--- config.mk ---
export PLATFORM = sky130hd
export DESIGN_NAME = ethernet_irq_moderator
export DESIGN_NICKNAME = d
export VERILOG_FILES = /design/src/rtl/ethernet_irq_mod_pkg.sv /design/src/rtl/ethernet_irq_moderator_timer.sv /design/src/rtl/ethernet_irq_moderator.sv
export SDC_FILE = /design/constraint.sdc
export NUM_CORES = 1
export LEC_CHECK = 0
export BUFFER_PORTS_ARGS = -buffer_cell sky130_fd_sc_hd__buf_2
export CORE_ASPECT_RATIO = 1.2
export CORE_MARGIN = 2
export CORE_UTILIZATION = 45
export CTS_BUF_LIST = sky130_fd_sc_hd__clkbuf_2 sky130_fd_sc_hd__clkbuf_4 sky130_fd_sc_hd__clkbuf_8
export DETAILED_ROUTE_END_ITERATION = 6
export GPL_TIMING_DRIVEN = 0
export PLACE_DENSITY_LB_ADDON = 0.25
export SLEW_MARGIN = 15
export SYNTH_ARGS = -nofsm -noshare
export SYNTH_HDL_FRONTEND = slang
export SYNTH_SLANG_ARGS = --single-unit
--- constraint.sdc ---
create_clock -name clk_i -period 3.59 [get_ports clk_i]
set_input_delay 0.1795 -clock clk_i [delete_from_list [all_inputs] [get_ports clk_i]]
set_output_delay 0.1795 -clock clk_i [all_outputs]
set_load 0.02 [all_outputs]
--- src/rtl/ethernet_irq_mod_pkg.sv ---
// Shared types and constants for the Ethernet interrupt moderator.
package ethernet_irq_mod_pkg;

  // Moderator FSM states; e_irq_holdoff is only reachable when the
  // post-acknowledge holdoff feature is compiled in.
  typedef enum logic [1:0] {
    e_irq_idle    = 2'd0,
    e_irq_count   = 2'd1,
    e_irq_fire    = 2'd2,
    e_irq_holdoff = 2'd3
  } irq_state_e;

  // Programmed timeout value that disables the timeout path.
  localparam int unsigned timeout_disabled_c = 0;

endpackage

--- src/rtl/ethernet_irq_moderator_timer.sv ---
// irq_mod_timer: clear/enable saturating up-counter of parameterised width.
// Clear has priority over enable; the count sticks at all-ones.
module irq_mod_timer #(
  parameter int unsigned width_p = 16
) (
  input  logic               clk_i,
  input  logic               reset_i,
  input  logic               clear_i,
  input  logic               enable_i,
  output logic [width_p-1:0] count_o
);

  logic [width_p-1:0] count_d;
  logic [width_p-1:0] count_q;

  // Next count: clear, else increment unless already saturated.
  always_comb begin
    count_d = count_q;
    if (clear_i) begin
      count_d = '0;
    end else if (enable_i && (count_q != {width_p{1'b1}})) begin
      count_d = count_q + width_p'(1);
    end
  end

  // Count register with synchronous reset.
  always_ff @(posedge clk_i) begin
    if (reset_i) begin
      count_q <= '0;
    end else begin
      count_q <= count_d;
    end
  end

  assign count_o = count_q;

endmodule

--- src/rtl/ethernet_irq_moderator.sv ---
// ethernet_irq_moderator: coalesces RX/TX completion events into a single
// interrupt raised on a packet-count threshold or a timeout, held until
// software acknowledges it.
// Optional feature: define ETHERNET_IRQ_HOLDOFF_EN to add a post-ack
// holdoff of holdoff_cycles_p cycles guaranteeing minimum interrupt spacing.
module ethernet_irq_moderator
  import ethernet_irq_mod_pkg::*;
#(
  parameter int unsigned count_width_p    = 8,
  parameter int unsigned timer_width_p    = 16,
  parameter int unsigned holdoff_cycles_p = 64
) (
  input  logic                     clk_i,
  input  logic                     reset_i,
  input  logic                     rx_event_i,
  input  logic                     tx_event_i,
  input  logic                     irq_enable_i,
  input  logic [count_width_p-1:0] cfg_thresh_i,
  input  logic                     cfg_thresh_v_i,
  input  logic [timer_width_p-1:0] cfg_timeout_i,
  input  logic                     cfg_timeout_v_i,
  input  logic                     irq_ack_i,
  output logic                     irq_o,
  output logic [count_width_p-1:0] event_count_o
);

  irq_state_e state_d, state_q;
  logic       fire_d, fire_q;

  logic [count_width_p-1:0] thresh_d, thresh_q;
  logic [timer_width_p-1:0] timeout_d, timeout_q;
  logic [count_width_p-1:0] event_cnt_d, event_cnt_q;

  logic [1:0]               ev_sum;
  logic [count_width_p:0]   cnt_sum;
  logic [count_width_p-1:0] cnt_upd;
  logic                     ack_take;

  logic [timer_width_p-1:0] timer_q;
  logic                     timer_clear;
  logic                     timeout_hit;
  logic                     thresh_hit;

  // ---------------------------------------------------------------------------
  // Configuration registers
  // ---------------------------------------------------------------------------

  // Capture CSR writes; a zero threshold would fire on nothing, so store 1.
  always_comb begin
    thresh_d  = thresh_q;
    timeout_d = timeout_q;
    if (cfg_thresh_v_i) begin
      thresh_d = (cfg_thresh_i == '0) ? count_width_p'(1) : cfg_thresh_i;
    end
    if (cfg_timeout_v_i) begin
      timeout_d = cfg_timeout_i;
    end
  end

  // Config register state.
  always_ff @(posedge clk_i) begin
    if (reset_i) begin
      thresh_q  <= count_width_p'(1);
      timeout_q <= '0;
    end else begin
      thresh_q  <= thresh_d;
      timeout_q <= timeout_d;
    end
  end

  // ---------------------------------------------------------------------------
  // Event counter
  // ---------------------------------------------------------------------------

  assign ev_sum   = {1'b0, rx_event_i} + {1'b0, tx_event_i};
  assign cnt_sum  = {1'b0, event_cnt_q} + (count_width_p + 1)'(ev_sum);
  assign cnt_upd  = cnt_sum[count_width_p] ? {count_width_p{1'b1}}
                                           : cnt_sum[count_width_p-1:0];
  assign ack_take = (state_q == e_irq_fire) && irq_ack_i;

  // Accumulate saturating; an accepted ack restarts from this cycle's events.
  always_comb begin
    event_cnt_d = cnt_upd;
    if (ack_take) begin
      event_cnt_d = count_width_p'(ev_sum);
    end
  end

  // Event counter state.
  always_ff @(posedge clk_i) begin
    if (reset_i) begin
      event_cnt_q <= '0;
    end else begin
      event_cnt_q <= event_cnt_d;
    end
  end

  // ---------------------------------------------------------------------------
  // Timeout timer: held at zero outside COUNT, so it reads 0 on COUNT entry
  // ---------------------------------------------------------------------------

  irq_mod_timer #(
    .width_p (timer_width_p)
  ) u_timeout_timer (
    .clk_i    (clk_i),
    .reset_i  (reset_i),
    .clear_i  (timer_clear),
    .enable_i (1'b1),
    .count_o  (timer_q)
  );

  assign timeout_hit = (timeout_q != timer_width_p'(timeout_disabled_c)) &&
                       (timer_q == (timeout_q - timer_width_p'(1)));

  // Compare uses the count including this cycle's events.
  assign thresh_hit = (event_cnt_d >= thresh_q);

`ifdef ETHERNET_IRQ_HOLDOFF_EN
  // ---------------------------------------------------------------------------
  // Post-ack holdoff counter: zero on HOLDOFF entry, expires on its last cycle
  // ---------------------------------------------------------------------------

  localparam int unsigned hold_width_c = $clog2(holdoff_cycles_p) + 1;

  logic [hold_width_c-1:0] hold_q;
  logic                    hold_clear;
  logic                    hold_done;

  irq_mod_timer #(
    .width_p (hold_width_c)
  ) u_holdoff_timer (
    .clk_i    (clk_i),
    .reset_i  (reset_i),
    .clear_i  (hold_clear),
    .enable_i (1'b1),
    .count_o  (hold_q)
  );

  assign hold_done = (hold_q == hold_width_c'(holdoff_cycles_p - 1));
`endif

  // ---------------------------------------------------------------------------
  // FSM
  // ---------------------------------------------------------------------------

  // State register and registered interrupt request.
  always_ff @(posedge clk_i) begin
    if (reset_i) begin
      state_q <= e_irq_idle;
      fire_q  <= 1'b0;
    end else begin
      state_q <= state_d;
      fire_q  <= fire_d;
    end
  end

  // Next-state logic.
  always_comb begin
    state_d = state_q;
    case (state_q)
      e_irq_idle: begin
        if (ev_sum != 2'd0) begin
          state_d = thresh_hit ? e_irq_fire : e_irq_count;
        end
      end
      e_irq_count: begin
        if (thresh_hit || timeout_hit) begin
          state_d = e_irq_fire;
        end
      end
      e_irq_fire: begin
        if (irq_ack_i) begin
`ifdef ETHERNET_IRQ_HOLDOFF_EN
          state_d = e_irq_holdoff;
`else
          state_d = (event_cnt_d == '0) ? e_irq_idle : e_irq_count;
`endif
        end
      end
`ifdef ETHERNET_IRQ_HOLDOFF_EN
      e_irq_holdoff: begin
        if (hold_done) begin
          if (event_cnt_d == '0) begin
            state_d = e_irq_idle;
          end else if (thresh_hit) begin
            state_d = e_irq_fire;
          end else begin
            state_d = e_irq_count;
          end
        end
      end
`endif
      default: state_d = e_irq_idle;
    endcase
  end

  // Output / datapath control decoded from the FSM.
  always_comb begin
    fire_d      = (state_d == e_irq_fire);
    timer_clear = (state_q != e_irq_count);
`ifdef ETHERNET_IRQ_HOLDOFF_EN
    hold_clear  = (state_q != e_irq_holdoff);
`endif
  end

  // Enable masks only the pin; the pending FIRE state is preserved.
  assign irq_o         = fire_q & irq_enable_i;
  assign event_count_o = event_cnt_q;

endmodule

**Yosys cells after proc, flatten, opt, wreduce, memory -nomap -nowiden**

Cells that the tools add are included.

- Add/sub/neg operators: 4
- $lt $le $gt $ge: 1
- Equal/unequal tests: 6
- Muxes and demuxes: 9
- Bitwise operators: 1
- Reductions and logical operators: 9

Operators by type and width:

| operator | count |
|---|---|
| $mux W8 | 3 |
| $add A16 B1 Y16 const B | 1 |
| $eq A16 B16 Y1 | 1 |
| $logic_not A8 Y1 | 2 |
| $ne A16 B16 Y1 const B | 1 |
| $reduce_bool A16 Y1 | 1 |
| $sub A16 B1 Y16 const B | 1 |
| $add A8 B2 Y9 | 1 |
| $ge A8 B8 Y1 | 1 |
| $mux W2 | 4 |
| $pmux W2 S3 | 1 |
| $eq A2 B2 Y1 const B | 2 |
| $add A1 B1 Y2 | 1 |
| $eq A2 B1 Y1 const B | 1 |
| $logic_and A1 B1 Y1 | 2 |
| $logic_not A2 Y1 | 1 |
| $ne A2 B1 Y1 const B | 1 |
| $reduce_bool A2 Y1 | 1 |
| $reduce_or A2 Y1 | 1 |
| $and A1 B1 Y1 | 1 |
| $logic_or A1 B1 Y1 | 1 |
| $mux W1 | 1 |

- Register bits: 51
- Output and inout port bits: 9
- Logic and storage cells: 36

**Longest topological paths before layout**

- Word-level depth: 9
- Gate-level depth with buffers: 16
- Depth with buffers taken out: 16

**Modules after synthesis**

Synthesis repeated with hierarchy kept, for this count alone.

- Cell total of the unflattened synthesis: 370
- Area total of the unflattened synthesis: 3179.3 µm²

By module, submodules not included:

| module | instances | cells an instance | area an instance (µm²) |
|---|---|---|---|
| ethernet_irq_moderator | 1 | 268 | 2262.2 |
| irq_mod_timer | 1 | 102 | 917.1 |

**Worst setup path after synthesis**

OpenSTA, ideal clock, no wires.

- Path kind: input -> register
- Start: input rx_event_i
- End: register fire_q
- Data arrival time: 2.980 ns
- Data required time: 3.471 ns
- Path slack: 0.491 ns
- Cell stages on the path: 15
- Path buffers: 0
- Cell sequence: inv_1 ha_1 ha_1 fa_1 and3_1 o21ai_0 a31oi_1 ha_1 a21oi_1 nor2b_1 o311ai_0 a21oi_1 a211oi_1 a21boi_0 o221a_1

- Word-level cells in the longest chain between the ends: 9

RTL lines:

| element | line | source |
|---|---|---|
| from (decl) | ethernet_irq_moderator.sv:15 | `input logic rx_event_i,` |
| $add A1 B1 Y2 * | ethernet_irq_moderator.sv:75 | `assign ev_sum = {1'b0, rx_event_i} + {1'b0, tx_event_i};` |
| $add A8 B2 Y9 * | ethernet_irq_moderator.sv:76 | `assign cnt_sum = {1'b0, event_cnt_q} + (count_width_p + 1)'(ev_sum);` |
| $mux W8 * | ethernet_irq_moderator.sv:77 | `assign cnt_upd = cnt_sum[count_width_p] ? {count_width_p{1'b1}}` |
| $mux W8 * | ethernet_irq_moderator.sv:84 | `if (ack_take) begin` |
| named net event_cnt_d[4] | ethernet_irq_moderator.sv:32 | `logic [count_width_p-1:0] event_cnt_d, event_cnt_q;` |
| $ge A8 B8 Y1 / $logic_not A8 Y1 (equally long branches) | ethernet_irq_moderator.sv:116, ethernet_irq_moderator.sv:176 |  |
| $mux W2 (tied with other cells) | ethernet_irq_moderator.sv:163 | `state_d = thresh_hit ? e_irq_fire : e_irq_count;` |
| $mux W2 (on tied branches) | ethernet_irq_moderator.sv:162, ethernet_irq_moderator.sv:167, ethernet_irq_moderator.sv:172 |  |
| $pmux W2 S3 * | ethernet_irq_moderator.sv:160 | `case (state_q)` |
| $eq A2 B2 Y1 * | ethernet_irq_moderator.sv:199 | `fire_d = (state_d == e_irq_fire);` |
| to (signal assigned) | ethernet_irq_moderator.sv:153 | `fire_q <= fire_d;` |
| to (decl) | ethernet_irq_moderator.sv:28 | `logic fire_d, fire_q;` |

The timed path passes the listed nets; every way through them passes the cells marked *.
A chain may end at the register's enable or synchronous reset.

**Worst setup path after layout**

- Start: register event_cnt_q[0] (netlist: event_count_o[0])
- End: register fire_q

- Word-level cells in the longest chain between the ends: 8

RTL lines:

| element | line | source |
|---|---|---|
| from (decl) | ethernet_irq_moderator.sv:32 |  |
| from (signal assigned) | ethernet_irq_moderator.sv:94 | `event_cnt_q <= event_cnt_d;` |
| $add A8 B2 Y9 * | ethernet_irq_moderator.sv:76 |  |
| $mux W8 * | ethernet_irq_moderator.sv:77 |  |
| $mux W8 * | ethernet_irq_moderator.sv:84 |  |
| named net event_cnt_d[5] | ethernet_irq_moderator.sv:32 |  |
| $ge A8 B8 Y1 / $logic_not A8 Y1 (equally long branches) | ethernet_irq_moderator.sv:116, ethernet_irq_moderator.sv:176 |  |
| $mux W2 (tied with other cells) | ethernet_irq_moderator.sv:163 |  |
| $mux W2 (on tied branches) | ethernet_irq_moderator.sv:162, ethernet_irq_moderator.sv:167, ethernet_irq_moderator.sv:172 |  |
| $pmux W2 S3 * | ethernet_irq_moderator.sv:160 |  |
| $eq A2 B2 Y1 * | ethernet_irq_moderator.sv:199 |  |

Marks and branches as above.

==> parameters.txt <==
Parameter                              Value

Outcome
  Status ... finished clean

Hold path
  Hold Crit Class ... in -> reg
  Worst Min Path Start ... reset_i

Clock network
  CTS clk-pin slew, worst paths ... 100 ps
  Post-CTS setup buffer count ... 0
  Maximum root-to-sink buffer count ... 2
  Insertion delay to the later sink of the worst-skew pair ... 310 ps
  TritonCTS Buffers ... 5
  Number of H-tree levels ... 2
  CTS Root Cell ... sky130_fd_sc_hd__clkbuf_8
  Num Clock Sinks ... 51
  TritonCTS clock tree ... yes

Critical path
  Kind of start point of the critical path ... flip-flop
  Critical Path Slowest Stage Cell ... sky130_fd_sc_hd__or3_1
  CP arrival ... 3460 ps
  Reg-to-Reg End ... fire_q$_SDFF_PP0_
  Data required time of the worst path ... 3790 ps
  Path type of the worst setup path ... reg -> reg
  Number of cells on the worst reg-to-reg path ... 12
  Launching element of the worst setup path ... event_count_o[0]$_SDFF_PP0_
  Worst R2R Start ... event_count_o[0]$_SDFF_PP0_
  Highest cell delay on the worst timing path ... 480 ps
  Ordered cell list for the critical path ... ha_1, fa_1, nand2_1, or3_1, a21oi_1, ha_1, nor2b_1, o311ai_0, a21oi_1, a211oi_2, a21boi_0, o221a_1
  Worst-path maximum fanout ... 5
  Slack of the worst reg-to-reg path ... 320 ps
  Sort of element at the end of the critical path ... flip-flop
  End point of the critical path ... fire_q$_SDFF_PP0_

Logic synthesis
  Number of register bits inferred by synthesis ... 51
  Mean post-synth cell area ... 8.714 um^2
  Area share of the largest cell type after synthesis ... 0.3477
  Count of mapped cells out of synthesis ... 337
  Number of enable-type register cells in the synthesized netlist ... 0
  Part of the Yosys area used for sequential elements ... 0.3477
  Async set or reset register ratio after synthesis ... 0
  Leading cell types by total area after synthesis ... sky130_fd_sc_hd__dfxtp_1 35%, sky130_fd_sc_hd__mux2i_1 9.5%, sky130_fd_sc_hd__nor2_1 7.2%
  Number of nets in the synthesized netlist ... 385
  Dominant register cell in the synthesized netlist ... sky130_fd_sc_hd__dfxtp_1
  Largest area contributor in the synthesized netlist ... sky130_fd_sc_hd__dfxtp_1
  Post-synthesis instance area ... 0.002937 mm^2
  Syn. warnings ... 0
  Unique cell type count in the Yosys netlist ... 52

Placed design
  Port Buffer Count ... 37
  Area post-placement ... 0.003228 mm^2
  Post-DP HPWL ... 4903 um
  Routability-driven placement congestion ratio ... 0.8721

Finish
  Layout cells sized above 1 ... 0.1571
  Diode insertion count for antenna repair ... 0
  Fin nets ... 429
  Post-route design area ... 0.003369 mm^2
  Area overhead of the layout relative to synthesis ... 14.74%

Die
  Die Ht ... 92.49 um
  Total number of placement rows ... 32
  Total Die Area ... 0.007191 mm^2
  Core box area ... 0.006366 mm^2
  I/O pin cnt ... 41
  Initial cell density of the core ... 0.4613
  Die W ... 77.75 um

Route
  Aggregate routed wire length ... 6174 um
  Via-to-Cell Ratio ... 5.281
  Total via count in the routed design ... 2466
  DRT iter0 DRCs ... 59
  Router iterations before antenna repair ... 4
  Mean routed wirelength per cell ... 13.22 um
  Post-route DRC ... 0
  Routed Antenna Nets ... 0

STA
  Count of final hold-check violations ... 0
  Fmax ... 0.3062 GHz
  Final max-slew violation count ... 0
  Clock skew ... 10.75 ps
  Portion of the clock cycle consumed by the worst path in the final layout ... 0.9097
  Setup repair after global routing missed its margin ... false
  Transition time of the tightest slew-check pin ... 812.4 ps
  Number of failing setup endpoints in the final timing report ... 0
  Final period demand of the worst path ... 3266 ps
  Headroom to the max-slew limit ... 0.4584

Global routing
  Via count of the first global-routing pass ... 2420
  Global-route wire length before repair ... 10540 um
  GRT Resource Usage Total ... 0.1837
  Maximum number of pins on one net before global-route repair ... 17
  Number of antenna violations at the first check in global routing ... 0
  GRT Residual Overflow ... 0

Pwr
  Power after layout ... 1.382 mW
  Maximum vdd drop ... 0.2283 mV
  Total power density per cell area ... 410.1 mW/mm^2
  Leakage component of the power ... 1.438 nW

Flow run
  Max-capacitance violation count ... 0
==> report_power, final <==
group / internal [mW] / leakage, nW / switching [mW]
Sequential: 0.597 / 0.417 / 0.0341
Combinational: 0.126 / 0.957 / 0.151
Clock: 0.278 / 0.0644 / 0.195
Total: 1.00 / 1.44 / 0.381
==> layout by cell type (no fill, tap or decap), types with 2 or more instances in the layout <==
cell type	n
sky130_fd_sc_hd__nand3_1	8
sky130_fd_sc_hd__ha_1	15
sky130_fd_sc_hd__o21ai_0	10
sky130_fd_sc_hd__nand2_1	20
sky130_fd_sc_hd__bufinv_16	2
sky130_fd_sc_hd__a31oi_1	2
sky130_fd_sc_hd__o21ai_1	2
sky130_fd_sc_hd__xnor2_1	15
sky130_fd_sc_hd__clkbuf_8	5
sky130_fd_sc_hd__nor2_2	2
sky130_fd_sc_hd__a211oi_1	2
sky130_fd_sc_hd__dfxtp_1	51
sky130_fd_sc_hd__inv_1	15
sky130_fd_sc_hd__nor3_4	2
sky130_fd_sc_hd__nor2_1	56
sky130_fd_sc_hd__nor3_1	11
sky130_fd_sc_hd__a211o_1	2
sky130_fd_sc_hd__a21oi_1	14
sky130_fd_sc_hd__nand2b_1	2
sky130_fd_sc_hd__buf_2	37
sky130_fd_sc_hd__nor4_1	2
sky130_fd_sc_hd__or3_1	2
sky130_fd_sc_hd__nand4_1	3
sky130_fd_sc_hd__o221a_1	2
sky130_fd_sc_hd__a21boi_0	2
sky130_fd_sc_hd__nor4_2	2
sky130_fd_sc_hd__o31ai_1	2
sky130_fd_sc_hd__and2_1	9
sky130_fd_sc_hd__clkbuf_1	8
sky130_fd_sc_hd__xor2_1	15
sky130_fd_sc_hd__mux2i_1	28
sky130_fd_sc_hd__and3_1	8
sky130_fd_sc_hd__and4_1	2
==> routing by layer <==
metal  up-vias  global-route usage  wire [um]
met5         -                   0          0
met4         0             0.07738        146
met3         8             0.03314        184
met2        33              0.3441       3245
met1      1158              0.1998       2597
li1       1267                   -          -
==> through the flow <==
stage | TNS, ps | cells | util | setup slack (ps) | hold slack [ps]
floorplan | 0 | 337 | - | 491.1 | 326.7
global placement | -194.0 | 459 | 0.5071 | -103.5 | 408.7
detailed placement | -338.0 | 459 | 0.5071 | -173.2 | 412.4
CTS | 0 | 467 | 0.5285 | 116.2 | 72.27
global route | 0 | 467 | 0.5293 | 117.7 | 65.20
finish | 0 | 467 | 0.5293 | 324.2 | 75.28
==> synth_stat cells, types with 3 or more instances <==
| cell | instances |
|---|---|
| sky130_fd_sc_hd__xor2_1 | 15 |
| sky130_fd_sc_hd__nand3_1 | 8 |
| sky130_fd_sc_hd__inv_1 | 15 |
| sky130_fd_sc_hd__mux2i_1 | 28 |
| sky130_fd_sc_hd__ha_1 | 15 |
| sky130_fd_sc_hd__a211oi_1 | 3 |
| sky130_fd_sc_hd__nor2_1 | 56 |
| sky130_fd_sc_hd__nand2_1 | 20 |
| sky130_fd_sc_hd__clkbuf_1 | 8 |
| sky130_fd_sc_hd__o21ai_0 | 10 |
| sky130_fd_sc_hd__xnor2_1 | 15 |
| sky130_fd_sc_hd__nand4_1 | 3 |
| sky130_fd_sc_hd__and2_1 | 9 |
| sky130_fd_sc_hd__a21oi_1 | 14 |
| sky130_fd_sc_hd__nor3_1 | 11 |
| sky130_fd_sc_hd__and3_1 | 8 |
| sky130_fd_sc_hd__dfxtp_1 | 51 |
==> state kept, by name (all words and copies together), names as in the netlist <==
signal,cells
state_q,2
thresh_q,8
u_timeout_timer.count_o,16
event_count_o,8
timeout_q,16
fire_q,1
==> cell families after synthesis <==
family / synth area share
muxes: 0.09544
DFF: 0.3477
AOI/OAI and AO/OA: 0.1052
adders and majority gates: 0.07073
buffers and inverters: 0.03323
xor gates and xnor gates: 0.08948
and+or+nand+nor: 0.2582
==> worst max-delay path: cells and delay by family (launching register included) <==
| family | cells | cell delay, ps |
|---|---|---|
| compound gates | 6 | 1410 |
| fa+ha+maj | 3 | 690 |
| flops | 1 | 340 |
| simple gates | 3 | 740 |
==> worst min-delay path by stage <==
stage	to	cells past startpoint	slack (ps)
after floorplan	thresh_q[1]$_SDFFE_PP0P_	2	330
after global placement	timeout_q[3]$_SDFFE_PP0P_	2	410
after detailed placement	timeout_q[1]$_SDFFE_PP0P_	2	410
after CTS	timeout_q[3]$_SDFFE_PP0P_	2	70
after global routing	timeout_q[3]$_SDFFE_PP0P_	2	70
final	timeout_q[3]$_SDFFE_PP0P_	2	80
==> cell type report <==
cell class                      count  area, um^2
Multi-Input combinational cell    262        1823
Inverter                           15       56.30
Clock inverter                      3       67.56
Fill cell                         610        2997
Clock buffer                        5       68.82
Sequential cell                    51        1021
Timing Repair Buffer               37       185.2
Buffer                              9       41.29
Tap cell                           85       106.4
==> timing repair <==
action                                  4_1_cts  5_1_grt
gates resized for setup                       0        1
endpoints found under the setup margin        0        2
hold buffers                                  0        0
Power figures use the tool's default switching activity.
